===== src/rtl/tamagotchi_needs_engine_pkg.sv =====
// ---------------------------------------------------------------------------
// tamagotchi_pkg
// Shared types and helpers for the pet needs engine.
//   mode_t      : engine operating mode (normal decay/feed vs. test toggling)
//   selw()      : width of a need-index field for a given channel count
//   SEG_LUT     : active-high gfedcba 7-segment patterns for 0-9, A-F
//   seg_encode(): nibble -> 7-segment pattern
// ---------------------------------------------------------------------------
package tamagotchi_pkg;

   typedef enum logic {
      MODE_NORMAL = 1'b0,
      MODE_TEST   = 1'b1
   } mode_t;

   // Index width for n channels; never narrower than one bit.
   function automatic int selw(input int n);
      return (n > 1) ? $clog2(n) : 1;
   endfunction

   // Entry 15 first, entry 0 last, so SEG_LUT[v] yields the pattern for v.
   localparam logic [15:0][6:0] SEG_LUT = {
      7'h71, 7'h79, 7'h5E, 7'h39, 7'h7C, 7'h77, 7'h6F, 7'h7F,
      7'h07, 7'h7D, 7'h6D, 7'h66, 7'h4F, 7'h5B, 7'h06, 7'h3F
   };

   function automatic logic [6:0] seg_encode(input logic [3:0] v);
      return SEG_LUT[v];
   endfunction

endpackage


===== src/rtl/tamagotchi_needs_engine_if.sv =====
// ---------------------------------------------------------------------------
// tamagotchi_needs_engine_if
// Bundles the board-facing signals of the needs engine.
//   btn_feed/btn_test/btn_reset : raw push buttons (driven by master)
//   decay_period                : per-channel ticks per decrement (master)
//   test_mode, sel_idx, sel_level, happy, alarm, seg, tick : engine status
// modport master : board / display side
// modport slave  : the engine itself
// ---------------------------------------------------------------------------
interface tamagotchi_needs_engine_if
   import tamagotchi_pkg::*;
#(
   parameter int NUM_NEEDS = 4,
   parameter int LW        = 4,
   parameter int TW        = 16
) ();

   logic [NUM_NEEDS-1:0]         btn_feed;
   logic                         btn_test;
   logic                         btn_reset;
   logic [NUM_NEEDS*TW-1:0]      decay_period;

   logic                         test_mode;
   logic [selw(NUM_NEEDS)-1:0]   sel_idx;
   logic [LW-1:0]                sel_level;
   logic                         happy;
   logic [NUM_NEEDS-1:0]         alarm;
   logic [6:0]                   seg;
   logic                         tick;

   modport master (
      output btn_feed, btn_test, btn_reset, decay_period,
      input  test_mode, sel_idx, sel_level, happy, alarm, seg, tick
   );

   modport slave (
      input  btn_feed, btn_test, btn_reset, decay_period,
      output test_mode, sel_idx, sel_level, happy, alarm, seg, tick
   );

endinterface


===== src/rtl/tamagotchi_needs_engine_need_channel.sv =====
// ---------------------------------------------------------------------------
// need_channel
// One need: saturating level register plus its decay timer.
//   clk, reset     : clock, asynchronous active-low reset
//   soft_rst       : 1-cycle pulse, restores INIT_LEVEL and clears the timer
//   clr_timer      : 1-cycle pulse on a mode toggle, clears the timer only
//   mode           : normal (feed/decay) or test (toggle 1 <-> MAX_LEVEL)
//   tick           : prescaler strobe
//   period         : ticks per decrement, 0 disables decay
//   press          : 1-cycle feed pulse for this channel
//   level          : current level
// ---------------------------------------------------------------------------
module need_channel
   import tamagotchi_pkg::*;
#(
   parameter int LW         = 4,
   parameter int MAX_LEVEL  = 10,
   parameter int INIT_LEVEL = 8,
   parameter int STEP       = 1,
   parameter int TW         = 16
) (
   input  logic          clk,
   input  logic          reset,
   input  logic          soft_rst,
   input  logic          clr_timer,
   input  mode_t         mode,
   input  logic          tick,
   input  logic [TW-1:0] period,
   input  logic          press,
   output logic [LW-1:0] level
);

   logic [LW-1:0] level_reg, level_next;
   logic [TW-1:0] timer_reg, timer_next;
   logic          dec;
   int            sum;

   always_ff @(posedge clk or negedge reset) begin
      if (!reset) begin
         level_reg <= LW'(INIT_LEVEL);
         timer_reg <= '0;
      end else begin
         level_reg <= level_next;
         timer_reg <= timer_next;
      end
   end

   always_comb begin
      dec        = 1'b0;
      sum        = 0;
      level_next = level_reg;
      timer_next = timer_reg;

      if (mode == MODE_TEST) begin
         timer_next = '0;
         if (press)
            level_next = (level_reg == LW'(1)) ? LW'(MAX_LEVEL) : LW'(1);
      end else begin
         // ">=" rather than "==" so that shrinking the period below the
         // running timer still fires on the very next tick.
         dec = tick && (period != '0) && (timer_reg >= period - TW'(1));
         if (dec)
            timer_next = '0;
         else if (tick)
            timer_next = timer_reg + TW'(1);

         // Signed arithmetic so a simultaneous feed and decay nets out
         // before clamping.
         sum = int'(level_reg) + (press ? STEP : 0) - (dec ? 1 : 0);
         if (sum < 0)
            level_next = '0;
         else if (sum > MAX_LEVEL)
            level_next = LW'(MAX_LEVEL);
         else
            level_next = LW'(sum);
      end

      if (clr_timer)
         timer_next = '0;

      // Soft reset overrides any feed arriving in the same cycle.
      if (soft_rst) begin
         level_next = LW'(INIT_LEVEL);
         timer_next = '0;
      end
   end

   assign level = level_reg;

endmodule


===== src/rtl/tamagotchi_needs_engine.sv =====
// ---------------------------------------------------------------------------
// tamagotchi_needs_engine
// NUM_NEEDS independent need channels with shared decay prescaler, button
// conditioning, need selection and registered display outputs.
//   clk   : system clock
//   reset : asynchronous active-low reset
//   bus   : slave side of tamagotchi_needs_engine_if (buttons, decay
//           periods in; test_mode, sel_idx, sel_level, happy, alarm, seg,
//           tick out)
// ---------------------------------------------------------------------------
module tamagotchi_needs_engine
   import tamagotchi_pkg::*;
#(
   parameter int NUM_NEEDS    = 4,
   parameter int LW           = 4,
   parameter int MAX_LEVEL    = 10,
   parameter int INIT_LEVEL   = 8,
   parameter int STEP         = 1,
   parameter int HAPPY_THRESH = 5,
   parameter int TICK_DIV     = 1875000,
   parameter int TW           = 16
) (
   input logic                      clk,
   input logic                      reset,
   tamagotchi_needs_engine_if.slave bus
);

   localparam int NB = NUM_NEEDS + 2;
   localparam int SW = selw(NUM_NEEDS);
   localparam int PW = (TICK_DIV > 1) ? $clog2(TICK_DIV) : 1;

   // ---------------- button conditioning ----------------
   // Bit order: feed buttons, then test, then reset.
   logic [NB-1:0] btn_raw;
   logic [NB-1:0] sync1_reg, sync2_reg, sync3_reg, press_reg;

   assign btn_raw = {bus.btn_reset, bus.btn_test, bus.btn_feed};

   generate
      for (genvar gi = 0; gi < NB; gi++) begin : g_btn
         always_ff @(posedge clk or negedge reset) begin
            if (!reset) begin
               sync1_reg[gi] <= 1'b0;
               sync2_reg[gi] <= 1'b0;
               sync3_reg[gi] <= 1'b0;
               press_reg[gi] <= 1'b0;
            end else begin
               sync1_reg[gi] <= btn_raw[gi];
               sync2_reg[gi] <= sync1_reg[gi];
               sync3_reg[gi] <= sync2_reg[gi];
               press_reg[gi] <= sync2_reg[gi] & ~sync3_reg[gi];
            end
         end
      end
   endgenerate

   logic [NUM_NEEDS-1:0] press_feed;
   logic                 press_test, press_rst;

   assign press_feed = press_reg[NUM_NEEDS-1:0];
   assign press_test = press_reg[NUM_NEEDS];
   assign press_rst  = press_reg[NUM_NEEDS+1];

   // ---------------- decay prescaler ----------------
   // Not touched by soft reset so the tick cadence never slips.
   logic [PW-1:0] presc_reg;
   logic          tick;

   assign tick = (presc_reg == PW'(TICK_DIV - 1));

   always_ff @(posedge clk or negedge reset) begin
      if (!reset)
         presc_reg <= '0;
      else if (tick)
         presc_reg <= '0;
      else
         presc_reg <= presc_reg + PW'(1);
   end

   // ---------------- mode FSM ----------------
   mode_t mode_reg, mode_next;
   logic  in_test;

   always_ff @(posedge clk or negedge reset) begin
      if (!reset)
         mode_reg <= MODE_NORMAL;
      else
         mode_reg <= mode_next;
   end

   always_comb begin
      mode_next = mode_reg;
      if (press_rst)
         mode_next = MODE_NORMAL;
      else if (press_test)
         mode_next = (mode_reg == MODE_TEST) ? MODE_NORMAL : MODE_TEST;
   end

   always_comb begin
      in_test = (mode_reg == MODE_TEST);
   end

   // ---------------- selection ----------------
   logic [SW-1:0] sel_reg, sel_next;

   always_comb begin
      sel_next = sel_reg;
      // Scan downwards so the lowest pressed index is the one that sticks.
      for (int i = NUM_NEEDS - 1; i >= 0; i--) begin
         if (press_feed[i])
            sel_next = SW'(i);
      end
      if (press_rst)
         sel_next = '0;
   end

   always_ff @(posedge clk or negedge reset) begin
      if (!reset)
         sel_reg <= '0;
      else
         sel_reg <= sel_next;
   end

   // ---------------- channels ----------------
   logic [LW-1:0]        level_arr [NUM_NEEDS];
   logic [NUM_NEEDS-1:0] alarm_next;

   generate
      for (genvar gi = 0; gi < NUM_NEEDS; gi++) begin : g_ch
         need_channel #(
            .LW         (LW),
            .MAX_LEVEL  (MAX_LEVEL),
            .INIT_LEVEL (INIT_LEVEL),
            .STEP       (STEP),
            .TW         (TW)
         ) u_ch (
            .clk       (clk),
            .reset     (reset),
            .soft_rst  (press_rst),
            .clr_timer (press_test),
            .mode      (mode_reg),
            .tick      (tick),
            .period    (bus.decay_period[gi*TW +: TW]),
            .press     (press_feed[gi]),
            .level     (level_arr[gi])
         );
         assign alarm_next[gi] = (level_arr[gi] == '0);
      end
   endgenerate

   // ---------------- registered display outputs ----------------
   // Index and mode are delayed with the level so the display never shows
   // a new index paired with the previous channel's level.
   logic [LW-1:0]        sel_level_cur;
   logic                 test_mode_reg;
   logic [SW-1:0]        sel_out_reg;
   logic [LW-1:0]        sel_level_reg;
   logic                 happy_reg;
   logic [NUM_NEEDS-1:0] alarm_reg;
   logic [6:0]           seg_reg;

   assign sel_level_cur = level_arr[sel_reg];

   always_ff @(posedge clk or negedge reset) begin
      if (!reset) begin
         test_mode_reg <= 1'b0;
         sel_out_reg   <= '0;
         sel_level_reg <= LW'(INIT_LEVEL);
         happy_reg     <= (INIT_LEVEL >= HAPPY_THRESH);
         alarm_reg     <= '0;
         seg_reg       <= seg_encode(4'(INIT_LEVEL));
      end else begin
         test_mode_reg <= in_test;
         sel_out_reg   <= sel_reg;
         sel_level_reg <= sel_level_cur;
         happy_reg     <= (sel_level_cur >= LW'(HAPPY_THRESH));
         alarm_reg     <= alarm_next;
         seg_reg       <= seg_encode(4'(sel_level_cur));
      end
   end

   assign bus.test_mode = test_mode_reg;
   assign bus.sel_idx   = sel_out_reg;
   assign bus.sel_level = sel_level_reg;
   assign bus.happy     = happy_reg;
   assign bus.alarm     = alarm_reg;
   assign bus.seg       = seg_reg;
   assign bus.tick      = tick;

endmodule


===== src/flat_wrapper.sv =====
// flat-port wrapper written by rule: the top's interface ports become plain ports
module tamagotchi_needs_engine_flat import tamagotchi_pkg::*;
#(
   parameter int NUM_NEEDS    = 4,
   parameter int LW           = 4,
   parameter int MAX_LEVEL    = 10,
   parameter int INIT_LEVEL   = 8,
   parameter int STEP         = 1,
   parameter int HAPPY_THRESH = 5,
   parameter int TICK_DIV     = 1875000,
   parameter int TW           = 16
)
  (clk, reset, bus_btn_feed, bus_btn_test, bus_btn_reset, bus_decay_period, bus_test_mode, bus_sel_idx, bus_sel_level, bus_happy, bus_alarm, bus_seg, bus_tick);
  tamagotchi_needs_engine_if #(.NUM_NEEDS(NUM_NEEDS), .LW(LW), .TW(TW)) bus_i ();
  input logic clk;
  input logic reset;
  input wire logic [$bits(bus_i.btn_feed)-1:0] bus_btn_feed;
  input wire logic [$bits(bus_i.btn_test)-1:0] bus_btn_test;
  input wire logic [$bits(bus_i.btn_reset)-1:0] bus_btn_reset;
  input wire logic [$bits(bus_i.decay_period)-1:0] bus_decay_period;
  output wire logic [$bits(bus_i.test_mode)-1:0] bus_test_mode;
  output wire logic [$bits(bus_i.sel_idx)-1:0] bus_sel_idx;
  output wire logic [$bits(bus_i.sel_level)-1:0] bus_sel_level;
  output wire logic [$bits(bus_i.happy)-1:0] bus_happy;
  output wire logic [$bits(bus_i.alarm)-1:0] bus_alarm;
  output wire logic [$bits(bus_i.seg)-1:0] bus_seg;
  output wire logic [$bits(bus_i.tick)-1:0] bus_tick;
  assign bus_i.btn_feed = bus_btn_feed;
  assign bus_i.btn_test = bus_btn_test;
  assign bus_i.btn_reset = bus_btn_reset;
  assign bus_i.decay_period = bus_decay_period;
  assign bus_test_mode = bus_i.test_mode;
  assign bus_sel_idx = bus_i.sel_idx;
  assign bus_sel_level = bus_i.sel_level;
  assign bus_happy = bus_i.happy;
  assign bus_alarm = bus_i.alarm;
  assign bus_seg = bus_i.seg;
  assign bus_tick = bus_i.tick;
  tamagotchi_needs_engine #(.NUM_NEEDS(NUM_NEEDS), .LW(LW), .MAX_LEVEL(MAX_LEVEL), .INIT_LEVEL(INIT_LEVEL), .STEP(STEP), .HAPPY_THRESH(HAPPY_THRESH), .TICK_DIV(TICK_DIV), .TW(TW)) u_core (.clk(clk), .reset(reset), .bus(bus_i));
endmodule

===== config.mk =====
export PLATFORM = sky130hd
export DESIGN_NAME = tamagotchi_needs_engine_flat
export DESIGN_NICKNAME = d
export VERILOG_FILES = /design/src/rtl/tamagotchi_needs_engine_pkg.sv /design/src/rtl/tamagotchi_needs_engine_if.sv /design/src/rtl/tamagotchi_needs_engine_need_channel.sv /design/src/rtl/tamagotchi_needs_engine.sv /design/src/flat_wrapper.sv
export SDC_FILE = /design/constraint.sdc
export NUM_CORES = 1
export LEC_CHECK = 0
export CORE_ASPECT_RATIO = 0.75
export CORE_MARGIN = 2
export CORE_UTILIZATION = 42
export CTS_CLUSTER_DIAMETER = 120
export DETAILED_ROUTE_END_ITERATION = 7
export REMOVE_ABC_BUFFERS = 1
export SETUP_SLACK_MARGIN = 0.3
export SYNTH_ARGS = -nofsm -noshare
export SYNTH_HDL_FRONTEND = slang
export SYNTH_SLANG_ARGS = --single-unit

===== constraint.sdc =====
create_clock -name clk -period 3.9 [get_ports clk]
set_clock_uncertainty 0.1 [all_clocks]
set_input_delay 1.17 -clock clk [delete_from_list [all_inputs] [get_ports clk]]
set_output_delay 1.17 -clock clk [all_outputs]
set_load 0.005 [all_outputs]

==> impl_metrics.json, run 1 <==
{
  "status": "complete, but fails checks",
  "violations": "setup timing",
  "ir_drop_uv": 357.5,
  "hold_viol_final": 0,
  "rsz0062_at_grt": "yes",
  "fin_ws_ps": -1379,
  "max_freq_mhz": 189.4,
  "drv_slew": 0,
  "grt_start_max_net_pins": 66,
  "fin_crit_ps": 5279,
  "synth_edf_count": 0,
  "r2r_cells": 18,
  "grt_pass1_vias": 8357,
  "power.density_nw_per_um2": 433.3,
  "numPortBuffers": 91,
  "diodes": 0,
  "setup_viol": 32,
  "cts_sinks": 147,
  "cp-endpoint": "u_core.g_ch[3].u_ch.level[2]",
  "clkTransAtPathRegs_ps": 60,
  "viasPerCell": 5.117,
  "period_share_pct": 135.4,
  "crit_type": "in -> reg",
  "cts_tree": "built",
  "worstPathMaxFanout": 3,
  "cp-end-kind": "flop",
  "max-clock-path-buffers": 2,
  "yosys_register_bits": 147,
  "antenna_left": 0,
  "hpwl_um": 16920,
  "maxCapViolations": 0,
  "floorplan.die_area_um2": 24860,
  "syn2layout_area_growth_pct": 44.16,
  "cts-buffers-inserted": 17,
  "fp.dieW_um": 181.4,
  "antenna_found_initial": 0,
  "mostFrequentLayoutCells": "buf_4 (167), dfrtp_1 (134), ha_1 (101), xnor2_1 (95), nor2_1 (77)",
  "clock_latency_ps": 430,
  "required_ps": 4120,
  "grt_pass1_wl_um": 40700,
  "row_count": 48,
  "root_buffer": "clkbuf_16",
  "vias": 8469,
  "ys_seq_area_share_pct": 37.27,
  "worst_pin_slew_ps": 758.1,
  "routedWlPerCell_um": 14.64,
  "ys_async_sr_fraction_pct": 100.0,
  "hold_path_class": "reg -> reg",
  "largest_reg_flops": 64,
  "final-instance-count-excl-fill": 1655,
  "postPlaceCellArea_um2": 12240,
  "ys.flop_type": "dfrtp_1",
  "slew_headroom_pct": 49.46,
  "dr.first_iter.drc_count": 466,
  "r2r_slack_ps": 110,
  "routed_wl_um": 24220,
  "htree_levels": 4,
  "final_common_cell": "buf_4",
  "nNetsFinal": 1526,
  "worst_ep_arrival_time_ps": 5490,
  "postSynthCellCount": 1059,
  "design_area_um2": 14290,
  "core_um2": 23120,
  "worstSetupStartpointType": "input pin",
  "yosysWarnings": 0,
  "r2r_end": "u_core.g_ch[1].u_ch.level[1]",
  "grt-ovfl-total": 0,
  "gp_congestion": 0.8663,
  "dieHeight_um": 137.1,
  "start_util_pct": 42.87,
  "layout-drive-gt1-share_pct": 32.47,
  "reg2reg_from": "u_core.presc_reg[14]",
  "avgSynthCellArea_um2": 9.361,
  "min_path_cells": 0,
  "hold_buffers": 0,
  "syn-cell-area_um2": 9913,
  "ios": 92,
  "total_leakage_power_nw": 6.094,
  "startpoint": "bus_decay_period[53]",
  "fin_util_pct": 61.81,
  "placed_cells": 1578,
  "drtPass1Iterations": 4,
  "drc_errors": 0,
  "grt.total_usage_pct": 20.18,
  "ys_types": 59,
  "dp_slack_ps": -2486
}
## what timing repair did
item	CTS	global route
pin swaps	130	96
setup buffers	29	13
setup endpoints to repair	81	66
cloned	3	0
gates resized for setup	255	100
## cell families after synthesis
kind of cell / after synthesis / synth area share [%]
compound gates: 124 / 8.242
xor+xnor: 146 / 12.90
fa+ha+maj: 112 / 14.44
buf+inv: 94 / 3.837
flops: 147 / 37.27
mux: 14 / 2.070
simple gates: 422 / 21.24
## critical path, stage by stage
cell,delay [ps]
buf_6,90
or4_4,520
or3_4,420
nor3_4,150
buf_4,140
nand2_2,70
nor3_2,140
xnor2_1,90
ha_1,330
nand2_2,70
nor2_4,100
nand2_2,60
o31ai_2,300
o311a_1,240
ha_1,150
inv_2,40
ha_4,160
fa_2,370
xor2_2,190
buf_4,140
buf_6,100
buf_6,110
buf_6,100
buf_6,100
nand2_2,60
o31ai_2,60
## layout make-up
class / instances / area, um2
Clock buffer: 20 / 446.7
Timing Repair Buffer: 285 / 2526
Fill cell: 1873 / 8831
Inverter: 73 / 279.0
Clock inverter: 12 / 156.4
Multi-Input combinational cell: 818 / 6813
Sequential cell: 147 / 3695
Tap cell: 300 / 375.4
## per-stage QoR
stage          hold WS (ps)  power, mW  setup TNS (ps)
2_1_floorplan         231.2      2.999          -42880
3_3_place_gp          234.0      3.832          -79340
3_5_place_dp          234.7      3.857          -87230
4_1_cts               248.6      6.005          -23060
5_1_grt               260.8      6.569          -27420
6_report              247.0      6.192          -21590
## Yosys cell counts, types with 14 or more instances
library cell / n / area share [%]
dfrtp_1: 134 / 34
ha_1: 108 / 14
nor3_1: 105 / 5.3
xnor2_1: 100 / 8.8
nor2_1: 97 / 3.7
nand2_1: 85 / 3.2
inv_1: 72 / 2.7
a21oi_1: 49 / 2.5
xor2_1: 46 / 4.1
nand3_1: 35 / 1.8
nand4_1: 25 / 1.6
clkbuf_1: 14 / 0.53
## worst min-delay path by stage
stage / start / to / slack (ps)
after floorplan: u_core.sync1_reg[0] / u_core.sync2_reg[0] / 230
after global placement: u_core.sync1_reg[2] / u_core.sync2_reg[2] / 230
after detailed placement: u_core.sync1_reg[2] / u_core.sync2_reg[2] / 230
after CTS: u_core.sync1_reg[3] / u_core.sync2_reg[3] / 250
after global routing: u_core.sync1_reg[5] / u_core.sync2_reg[5] / 260
final: u_core.sync1_reg[2] / u_core.sync2_reg[2] / 250
## layer usage
metal | track usage, % | up-vias | share of wire (%)
met1 | 29.42 | 4004 | 51
met4 | 3.930 | 0 | 1.0
met5 | 0 | - | 0
li1 | - | 4292 | -
met2 | 31.31 | 156 | 45
met3 | 3.965 | 17 | 3.6
## report_power, final
part	switching, mW	total, mW	internal, mW	leakage, nW
Sequential	0.151	1.87	1.72	1.92
Combinational	1.22	2.66	1.43	3.89
Clock	0.643	1.67	1.02	0.283
(Power assumes the default switching activity.)
==> run 2, diff against run 1 <==
--- a/config.mk
+++ b/config.mk
@@ -10,6 +10,7 @@
 export CORE_UTILIZATION = 42
 export CTS_CLUSTER_DIAMETER = 120
 export DETAILED_ROUTE_END_ITERATION = 7
+export MAX_ROUTING_LAYER = met4
 export REMOVE_ABC_BUFFERS = 1
 export SETUP_SLACK_MARGIN = 0.3
 export SYNTH_ARGS = -nofsm -noshare
==> run 2 against run 1 <==
  * The run still ends with setup timing left
  * Cell area is essentially flat
  * Wire length shrank 0.25%
  * Global-route usage grew 0.61 points
  * Register-to-register slack is essentially flat
  * Via count shrank 0.34%
  * First-iteration DRC count grew 16%
  * Sequential share of layout area is essentially flat
  * Worst hold slack is essentially flat
  * Non-clock buffer count is the same
  * Setup slack lost 3.0 ps
  * Utilization shrank 0.054 points
==> impl_metrics.json, run 2 (synthesis gave the netlist of run 1 again) <==
{
  "slew_headroom_pct": 49.16,
  "postPlaceCellArea_um2": 12240,
  "hold_buffers": 0,
  "hold_viol_final": 0,
  "grt.total_usage_pct": 20.79,
  "status": "complete, but fails checks",
  "viasPerCell": 5.100,
  "vias": 8440,
  "largest_reg_flops": 64,
  "antenna_left": 0,
  "crit_type": "in -> reg",
  "fin_util_pct": 61.75,
  "hpwl_um": 16920,
  "power.density_nw_per_um2": 433.6,
  "core_um2": 23120,
  "drtPass1Iterations": 5,
  "max-clock-path-buffers": 2,
  "drc_errors": 0,
  "worst_pin_slew_ps": 762.6,
  "routedWlPerCell_um": 14.60,
  "numPortBuffers": 91,
  "required_ps": 4110,
  "fp.dieW_um": 181.4,
  "routed_wl_um": 24160,
  "nNetsFinal": 1526,
  "cts_tree": "built",
  "maxCapViolations": 0,
  "hold_path_class": "reg -> reg",
  "root_buffer": "clkbuf_16",
  "htree_levels": 4,
  "worstSetupStartpointType": "input pin",
  "dp_slack_ps": -2486,
  "dr.first_iter.drc_count": 541,
  "rsz0062_at_grt": "yes",
  "drv_slew": 0,
  "max_freq_mhz": 189.3,
  "clock_latency_ps": 420,
  "floorplan.die_area_um2": 24860,
  "fin_ws_ps": -1382,
  "total_leakage_power_nw": 6.082,
  "worstPathMaxFanout": 3,
  "cts-buffers-inserted": 17,
  "grt_pass1_vias": 8353,
  "setup_viol": 32,
  "design_area_um2": 14280,
  "grt_start_max_net_pins": 66,
  "gp_congestion": 0.8804,
  "cts_sinks": 147,
  "syn2layout_area_growth_pct": 44.04,
  "antenna_found_initial": 0,
  "clkTransAtPathRegs_ps": 60,
  "cp-end-kind": "flop",
  "row_count": 48,
  "layout-drive-gt1-share_pct": 32.32,
  "diodes": 0,
  "mostFrequentLayoutCells": "buf_4 (167), dfrtp_1 (134), ha_1 (101), xnor2_1 (95), nor2_1 (77)",
  "worst_ep_arrival_time_ps": 5490,
  "final_common_cell": "buf_4",
  "violations": "setup timing",
  "period_share_pct": 135.4,
  "fin_crit_ps": 5282,
  "ios": 92,
  "grt-ovfl-total": 0,
  "grt_pass1_wl_um": 40720,
  "start_util_pct": 42.87,
  "ir_drop_uv": 355.6,
  "dieHeight_um": 137.1
}
-- run 2: cell type report --
cell class / count / area, um2
clock inverters: 12 / 156.4
flip-flops and latches: 147 / 3695
multi-input cells: 818 / 6794
well taps: 300 / 375.4
inverters: 73 / 279.0
repair buffers: 285 / 2532
fillers: 1872 / 8843
clock buffers: 20 / 446.7
-- run 2: where the power goes --
part	leakage (nW)	switching [mW]	internal, mW
logic	3.88	1.22	1.43
clock network	0.283	0.644	1.02
registers	1.92	0.152	1.72
-- run 2: worst max-delay path, stage by stage --
cell and delay [ps]:
buf_6 90, or4_4 520, or3_4 420, nor3_4 150
buf_4 140, nand2_2 70, nor3_2 140, xnor2_1 90
ha_1 330, nand2_2 70, nor2_4 100, nand2_2 60
o31ai_2 300, o311a_1 240, ha_1 150, inv_2 40
ha_4 160, fa_2 370, xor2_2 190, buf_4 150
buf_6 100, buf_6 110, buf_6 100, buf_6 100
nand2_2 60, o31ai_2 60
-- run 2: per-stage QoR --
| step | setup TNS, ps | power, mW | std cells | hold slack [ps] |
|---|---|---|---|---|
| floorplan | -42880 | 2.999 | 1038 | 231.2 |
| global placement | -79340 | 3.832 | 1578 | 234.0 |
| detailed placement | -87230 | 3.857 | 1578 | 234.7 |
| CTS | -23060 | 6.005 | 1642 | 248.6 |
| global route | -27340 | 6.569 | 1655 | 260.8 |
| finish | -21740 | 6.192 | 1655 | 246.9 |
-- run 2: routing by layer --
| metal | up-vias | GRT usage (%) | routed length, um |
|---|---|---|---|
| li1 | 4286 | - | - |
| met1 | 3984 | 29.44 | 12410 |
| met2 | 150 | 31.27 | 10750 |
| met3 | 20 | 4.018 | 805 |
| met4 | 0 | 3.930 | 204 |
| met5 | - | - | 0 |
-- run 2: final timing paths --
path                                 startpoint                               end  slack, ps  depth (start not counted)
setup / recovery           bus_decay_period[53]      u_core.g_ch[3].u_ch.level[2]      -1380                         26
hold / removal              u_core.sync1_reg[2]               u_core.sync2_reg[2]        250                          0
setup reg to reg           u_core.presc_reg[14]      u_core.g_ch[1].u_ch.level[1]        100                         18
hold reg to reg             u_core.sync1_reg[2]               u_core.sync2_reg[2]        250                          0
max in group asynchronous                 reset  u_core.g_ch[3].u_ch.timer_reg[8]       2330                          2
min in group asynchronous                 reset               u_core.sync1_reg[1]        620                          1
-- run 2: what timing repair did --
| item | in CTS | in global routing |
|---|---|---|
| endpoints found under the hold margin | 0 | 0 |
| setup buffers | 29 | 13 |
| setup endpoints to repair | 81 | 65 |
| gates cloned | 3 | 0 |
| gates resized for setup | 255 | 97 |
| pin swaps | 130 | 97 |
==> run 3, diff against run 2 <==
--- a/config.mk
+++ b/config.mk
@@ -10,9 +10,10 @@
 export CORE_UTILIZATION = 42
 export CTS_CLUSTER_DIAMETER = 120
 export DETAILED_ROUTE_END_ITERATION = 7
+export GPL_ROUTABILITY_DRIVEN = 1
 export MAX_ROUTING_LAYER = met4
 export REMOVE_ABC_BUFFERS = 1
-export SETUP_SLACK_MARGIN = 0.3
+export SETUP_SLACK_MARGIN = 0.05
 export SYNTH_ARGS = -nofsm -noshare
 export SYNTH_HDL_FRONTEND = slang
 export SYNTH_SLANG_ARGS = --single-unit
==> run 3 against run 2 <==
  * The flow still finishes with violations (setup timing)
  * Wire length down 0.86%
  * Critical path type unchanged
  * Die area unchanged
  * Cell area fell by 3.1%
  * Global-route usage fell by 0.42 points
  * Sequential power barely moved
  * Combinational power down 6%
  * Clock-buffer cell count is the same
==> impl_metrics.json, run 3 (synthesis gave the netlist of run 1 again) <==
{
  "nNetsFinal": 1517,
  "worst_ep_arrival_time_ps": 5480,
  "routedWlPerCell_um": 14.55,
  "antenna_found_initial": 0,
  "max_freq_mhz": 191.0,
  "grt.total_usage_pct": 20.37,
  "fin_ws_ps": -1336,
  "max-clock-path-buffers": 2,
  "hold_viol_final": 0,
  "cts_sinks": 147,
  "vias": 8404,
  "rsz0062_at_grt": "yes",
  "layout-drive-gt1-share_pct": 29.72,
  "status": "complete, but fails checks",
  "clkTransAtPathRegs_ps": 60,
  "worst_pin_slew_ps": 779.6,
  "crit_type": "in -> reg",
  "final_common_cell": "buf_4",
  "grt_start_max_net_pins": 66,
  "ios": 92,
  "cp-end-kind": "flop",
  "drc_errors": 0,
  "mostFrequentLayoutCells": "buf_4 (174), dfrtp_1 (134), ha_1 (100), xnor2_1 (96), nor3_1 (91)",
  "fin_crit_ps": 5236,
  "maxCapViolations": 0,
  "hpwl_um": 16920,
  "antenna_left": 0,
  "core_um2": 23120,
  "dr.first_iter.drc_count": 464,
  "cts_tree": "built",
  "drtPass1Iterations": 7,
  "worstSetupStartpointType": "input pin",
  "htree_levels": 4,
  "cts-buffers-inserted": 17,
  "slew_headroom_pct": 48.03,
  "root_buffer": "clkbuf_16",
  "grt_pass1_wl_um": 39930,
  "numPortBuffers": 91,
  "grt-ovfl-total": 0,
  "total_leakage_power_nw": 5.961,
  "gp_congestion": 0.8804,
  "drv_slew": 0,
  "clock_latency_ps": 420,
  "grt_pass1_vias": 8249,
  "viasPerCell": 5.106,
  "power.density_nw_per_um2": 435.5,
  "fp.dieW_um": 181.4,
  "hold-worst-slack_ps": 246.9,
  "largest_reg_flops": 64,
  "hold_path_class": "reg -> reg",
  "ir_drop_uv": 361.0,
  "period_share_pct": 134.3,
  "syn2layout_area_growth_pct": 39.54,
  "routed_wl_um": 23960,
  "row_count": 48,
  "worstPathMaxFanout": 3,
  "violations": "setup timing",
  "floorplan.die_area_um2": 24860,
  "start_util_pct": 42.87,
  "final.setup.tns_ps": -18680,
  "required_ps": 4140,
  "dieHeight_um": 137.1,
  "diodes": 0,
  "setup_viol": 32
}
==> run 3: cell types whose count changed in the layout (fill, tap and decap cells not counted), sizes merged <==
cell and delta:
buf -10, clkinv -1, dlymetal6s2s +1, inv +1
==> run 3: timing repair <==
action / CTS / global route
cloned: 1 / 1
endpoints found under the setup margin: 81 / 65
hold buffers: 0 / 0
pin swaps: 120 / 83
setup buffers: 28 / 11
gates resized for setup: 218 / 62
hold endpoints to repair: 0 / 0
==> run 3: final cells by class <==
class	instances	area, um2
fillers	1948	9289
multi-input cells	818	6521
flip-flops and latches	147	3695
repair buffers	276	2362
clock buffers	20	446.7
well taps	300	375.4
inverters	73	276.5
clock inverters	12	156.4
==> run 3: power breakdown <==
group | switching, mW | internal (mW) | leakage [nW]
Combinational | 1.16 | 1.33 | 3.76
Sequential | 0.153 | 1.72 | 1.92
Clock | 0.639 | 1.02 | 0.283
Total | 1.95 | 4.08 | 5.96
==> run 3: metal layers <==
metal / up-vias / GRT usage (%) / share of wire, % / routed length [um]
met4: 0 / 4.336 / 0.87 / 208
met3: 19 / 3.619 / 3.9 / 946
met1: 3954 / 28.89 / 51 / 12300
li1: 4263 / - / - / -
met2: 168 / 30.59 / 44 / 10500
met5: - / - / 0 / 0
==> run 3: path summary, 6_finish.rpt <==
check	startpoint	to	slack, ps	cells after the start
worst max-delay path	bus_decay_period[53]	u_core.g_ch[3].u_ch.level[1]	-1340	22
worst min-delay path	u_core.sync1_reg[2]	u_core.sync2_reg[2]	250	0
worst max register to register	u_core.presc_reg[17]	u_core.g_ch[2].u_ch.level[1]	130	16
worst min register to register	u_core.sync1_reg[2]	u_core.sync2_reg[2]	250	0
max in group asynchronous	reset	u_core.g_ch[3].u_ch.timer_reg[8]	2330	2
min in group asynchronous	reset	u_core.sync1_reg[1]	620	1
==> run 3: worst max-delay path: stages <==
cell	delay (ps)
buf_6	90
or4_4	520
or3_4	360
nor3_4	150
nand3b_1	130
nor4_2	190
xnor2_1	110
ha_1	290
nand2_2	70
nor2_4	130
nand2_2	70
o31ai_4	260
o311a_1	270
ha_4	150
inv_2	30
ha_4	160
fa_2	380
xor2_1	200
a21oi_1	60
or2_4	240
a311o_1	320
a21oi_2	120
==> run 3: through the flow <==
step / utilization (%) / instance area (um2) / setup WS [ps] / power [mW] / std cells
after floorplan: - / 9807 / -1891 / 2.999 / 1038
after global placement: 52.93 / 12240 / -2364 / 3.832 / 1578
after detailed placement: 52.93 / 12240 / -2486 / 3.857 / 1578
after CTS: 58.19 / 13450 / -1538 / 5.878 / 1635
after global routing: 59.83 / 13830 / -1615 / 6.410 / 1646
final: 59.83 / 13830 / -1336 / 6.025 / 1646
